$ cat src/rtl/div_sqrt_sequencer.sv
// div_sqrt_sequencer: control FSM for the iterative radix-2 divide/sqrt unit.
// Rev 1.0 - initial release.
`default_nettype none

package exponent;
  typedef enum logic [1:0] {
    ZEROS  = 2'd0,
    ONES   = 2'd1,
    RESULT = 2'd2
  } exponent_select;
endpackage

module div_sqrt_sequencer #(
  parameter int ITERATIONS  = 26,
  parameter int COUNT_WIDTH = 5
) (
  input  logic                      clk,
  input  logic                      reset_n,
  input  logic                      start,
  input  logic                      operation,
  input  logic                      special_case,
  input  exponent::exponent_select  special_exponent_select,
  input  logic                      exponent_overflow,
  input  logic                      exponent_underflow,
  input  logic                      result_ack,
  input  logic                      flush,
  output logic                      ready,
  output logic                      busy,
  output logic                      load,
  output logic                      iteration_enable,
  output logic                      normalize,
  output logic                      round,
  output logic                      operation_latched,
  output logic [COUNT_WIDTH-1:0]    iteration_count,
  output exponent::exponent_select  exponent_select,
  output logic                      valid_out
);

  localparam logic [2:0] IDLE      = 3'd0;
  localparam logic [2:0] LOAD      = 3'd1;
  localparam logic [2:0] ITERATE   = 3'd2;
  localparam logic [2:0] NORMALIZE = 3'd3;
  localparam logic [2:0] ROUND     = 3'd4;
  localparam logic [2:0] DONE      = 3'd5;

  localparam logic [COUNT_WIDTH-1:0] LAST_COUNT = COUNT_WIDTH'(ITERATIONS - 1);

  logic [2:0]               state;
  logic                     special;
  logic                     ovf;
  logic                     unf;
  logic                     started;
  exponent::exponent_select special_sel;

  always_ff @(posedge clk or negedge reset_n) begin
    if (!reset_n) begin
      state             <= IDLE;
      special           <= 1'b0;
      ovf               <= 1'b0;
      unf               <= 1'b0;
      started           <= 1'b0;
      special_sel       <= exponent::ZEROS;
      operation_latched <= 1'b0;
      iteration_count   <= '0;
    end else if (flush) begin
      state   <= IDLE;
      special <= 1'b0;
      ovf     <= 1'b0;
      unf     <= 1'b0;
    end else begin
      case (state)
        IDLE: begin
          if (start) begin
            operation_latched <= operation;
            special           <= special_case;
            special_sel       <= special_exponent_select;
            ovf               <= 1'b0;
            unf               <= 1'b0;
            started           <= 1'b1;
            state             <= special_case ? DONE : LOAD;
          end
        end
        LOAD: begin
          iteration_count <= '0;
          state           <= ITERATE;
        end
        ITERATE: begin
          // The count stops on the last step so it stays visible after iteration.
          if (iteration_count == LAST_COUNT) begin
            state <= NORMALIZE;
          end else begin
            iteration_count <= iteration_count + COUNT_WIDTH'(1);
          end
        end
        NORMALIZE: state <= ROUND;
        ROUND: begin
          ovf   <= exponent_overflow;
          unf   <= exponent_underflow;
          state <= DONE;
        end
        DONE: begin
          if (result_ack) state <= IDLE;
        end
        default: state <= IDLE;
      endcase
    end
  end

  assign ready            = (state == IDLE);
  assign busy             = (state != IDLE);
  assign load             = (state == LOAD);
  assign iteration_enable = (state == ITERATE);
  assign normalize        = (state == NORMALIZE);
  assign round            = (state == ROUND);
  assign valid_out        = (state == DONE);

  // Overflow takes precedence over underflow when both were flagged in ROUND.
  always_comb begin
    exponent_select = started ? exponent::RESULT : exponent::ZEROS;
    if (state == DONE) begin
      if (special)  exponent_select = special_sel;
      else if (ovf) exponent_select = exponent::ONES;
      else if (unf) exponent_select = exponent::ZEROS;
      else          exponent_select = exponent::RESULT;
    end
  end

endmodule

`default_nettype wire
$ cat config.mk
export PLATFORM = sky130hd
export DESIGN_NAME = div_sqrt_sequencer
export DESIGN_NICKNAME = d
export VERILOG_FILES = /design/src/rtl/div_sqrt_sequencer.sv
export SDC_FILE = /design/constraint.sdc
export NUM_CORES = 1
export LEC_CHECK = 0
export CAP_MARGIN = 15
export CELL_PAD_IN_SITES_DETAIL_PLACEMENT = 0
export CELL_PAD_IN_SITES_GLOBAL_PLACEMENT = 2
export CORE_ASPECT_RATIO = 1.4
export CORE_UTILIZATION = 29
export DETAILED_ROUTE_END_ITERATION = 10
export GPL_ROUTABILITY_DRIVEN = 0
export GPL_TIMING_DRIVEN = 0
export MAX_ROUTING_LAYER = met4
export PLACE_DENSITY_LB_ADDON = 0.1
export SYNTH_ARGS = -nofsm -noshare
export SYNTH_HDL_FRONTEND = slang
export SYNTH_SLANG_ARGS = --single-unit
$ cat constraint.sdc
create_clock -name clk -period 3 [get_ports clk]
set_input_delay 0.6 -clock clk [delete_from_list [all_inputs] [get_ports clk]]
set_output_delay 0.6 -clock clk [all_outputs]
set_load 0.02 [all_outputs]
==> results.md <==
* complete, no violations — result of the run
* false — setup repair after global routing missed its margin
* 700 ps — actual slew at the worst max-slew pin
* 17.1% — GRT Util Overall
* 30.2% — starting density of the core
* 0 — setup bufs post-CTS
* state[0]$_DFFE_PN0P_ — RR Startpoint
* primary output — kind of end point of the critical path
* 0 — number of nets with antenna violations after routing
* 0 — Overflow after GRT
* 3.65 mm — global-route wire length before repair
* 26 — total I/O pin count
* 15 — clock sink total
* 127 — final net count
* 1400 ps — R2R setup slack
* 3 — cts bufs inserted
* 1 — cell depth of the worst min-delay path
* 10.2 µm² — Post-Synthesis Mean Instance Area
* 5.95 ps — Worst Skew
* 4 — number of detailed-route iterations in the first pass
* clkdlybuf4s50_1, dfrtp_1, nor2_1, nand3_1 — most used cells in the layout excluding fill and tap cells
* 60 ps — clock transition at the registers of the reported paths
* 11.5% — fraction of layout cells with a size suffix above 1
* 0 — antenna violations before repair
* 0 — setup-violating endpoint count in the final report
* 2850 µm² — core region area
* 3190 µm² — die area
* 0 — count of final max-slew check failures
* 5.00 — Avg Vias per Cell
* flop to flop — type of the tightest min-delay check
* 25 — count of port buffers added during placement
* 43.7% — sequential cell area fraction in the yosys report
* 0 ps — total negative setup slack
* 0.502 nW — LEAKAGE
* built — CTS tree
* 11 — detailed router's first-iteration violation count
* iteration_count[2]$_DFFE_PN0P_ — endpoint of the lowest-slack register-to-register path
* 15 — number of register bits inferred by synthesis
* 0 — post-cts sizing count
* 0 — Synthesis Warnings
* flop — startpoint kind of the worst setup timing path
* 53.2% — slew margin rel.
* started$_DFFE_PN0P_ — Min-Delay Startpoint
* 747 — number of global-route vias before repair
* 84 — post-synthesis instance total
* 2400 ps — Crit path required time
* 860 µm² — cell area after technology mapping
* 66.4 µm — chip height
* flop to primary output — Worst Path Class, Setup
* 0 — final-report hold violation count
* 0 — residual DRC count
* 0 — MaxCap Viol Count
* 2 — clock buffer depth
* 2.22 mm — DRT Wirelength
* 0.00110 W — total power of the final layout
* 381 MHz — highest achievable clock rate
* started$_DFFE_PN0P_ — worst-case hold path end point
* 34 — count of different cell masters after synthesis
* 2020 ps — data arrival time at the worst-slack endpoint
* 48.0 µm — floorplan die width
* 23 — floorplan row count
* 919 nW/µm² — total power per unit cell area
* clkdlybuf4s50_1 — most common cell after layout, fill and taps aside
* 16 — pin count of the biggest net entering global routing
* clkbuf_8 — clk root buf
* 1 — deepest level of the CTS H-tree
* 250 ps — clock latency of the later-clocked register in the worst-skew pair
* 423 µV — maximum ir drop on the vdd rail
* 14.8 µm — average detailed-routed wire length per instance
* 87.4% — crit share post-route
* 0 — number of antenna cells inserted
* 0 — Post-CTS Hold Fix Bufs
* 10 — CP Max Fanout
* 750 — detailed-route via count
* 1.66 mm — detailed placement HPWL
* 287 — filler instances
* 4 — path depth of the worst reg2reg path
* 39.7% — Layout Area Growth over Synthesis
* 97 — syn nets
* 2620 ps — crit path time final
sequential cells by signal (all words and copies together) (netlist names):
name and cells:
iteration_count 5, state 3, special_sel 2, operation_latched 1
ovf 1, special 1, started 1, unf 1
layer usage:
layer  vias up  share of wire [%]  track usage (%)
met5         -                  0                -
met4         0                1.7             8.33
met3         4                3.9             2.46
met2        26                 51             27.4
met1       348                 43             20.1
li1        372                  -                -
Yosys cell counts, drive strengths merged:
master | n | share of area, %
dfrtp | 15 | 44
mux2 | 3 | 3.9
nand2 | 1 | 0.44
ha | 2 | 2.9
a2111oi | 2 | 2.8
a211o | 2 | 2.0
mux2i | 4 | 4.7
nand2b | 1 | 0.73
o22ai | 1 | 0.73
nor3b | 2 | 2.3
nor4bb | 1 | 1.2
nand3b | 2 | 1.7
or2 | 1 | 0.73
nor3 | 2 | 1.2
nand3 | 6 | 3.5
or3 | 2 | 1.5
o31ai | 3 | 2.6
nor2 | 7 | 3.1
nor4 | 1 | 0.73
a22o | 2 | 2.0
a2111o | 2 | 2.6
and4b | 1 | 1.2
buf | 4 | 2.3
clkbuf | 1 | 0.44
xnor2 | 1 | 1.0
nand4b | 1 | 1.0
and2 | 1 | 0.73
inv | 4 | 1.7
nor4b | 2 | 2.0
a21oi | 4 | 2.3
and3b | 1 | 1.0
o21ai | 2 | 1.2
power breakdown:
| part | leakage, nW | total (W) | internal, W | switching [W] |
|---|---|---|---|---|
| sequential | 0.194 | 0.000320 | 0.000262 | 0.0000585 |
| combinational | 0.286 | 0.000620 | 0.000289 | 0.000331 |
| clock | 0.0228 | 0.000164 | 0.0000940 | 0.0000696 |
per-stage QoR:
step           setup slack (ps)  util, %  instance area (µm²)  instances  hold WS, ps
2_1_floorplan              1090        -                  860         84          304
3_3_place_gp                650     40.6                 1160        146          459
3_5_place_dp                631     40.6                 1160        146          458
4_1_cts                     364     42.2                 1200        150          471
5_1_grt                     263     42.2                 1200        150          489
6_report                    378     42.2                 1200        150          465
how the worst max path moves through the flow:
stage                               from  endpoint  cells after the start
finish              state[2]$_DFFE_PN0P_     ready                      5
global route        state[2]$_DFFE_PN0P_     ready                      5
CTS                 state[2]$_DFFE_PN0P_     ready                      5
detailed placement  state[2]$_DFFE_PN0P_     ready                      5
global placement    state[2]$_DFFE_PN0P_     ready                      5
floorplan           state[2]$_DFFE_PN0P_     ready                      4
worst max-delay path: stages, from the launching register on:
cell,delay [ps]
dfrtp_1,400
buf_2,180
buf_2,200
or3_1,340
inv_1,60
clkdlybuf4s50_1,590
cell families (layout without fill, tap and decap cells):
group / after synthesis / after routing / share of synthesized area [%]
fa+ha+maj: 2 / 2 / 2.91
simple gates: 32 / 32 / 23.0
flops: 15 / 15 / 43.7
xor+xnor: 1 / 1 / 1.02
compound gates: 18 / 18 / 16.3
mux: 7 / 7 / 8.59
buf+inv: 9 / 38 / 4.51
layout make-up:
type / instances / area, µm² / area share [%]
Sequential cell: 15 / 375 / 31.3
Clock buffer: 4 / 45.0 / 3.75
Inverter: 4 / 15.0 / 1.25
Buffer: 5 / 23.8 / 1.98
Tap cell: 37 / 46.3 / 3.85
Multi-Input combinational cell: 60 / 445 / 37.1
Timing Repair Buffer: 25 / 250 / 20.8
No activity file was read; power rests on OpenSTA's default activity.
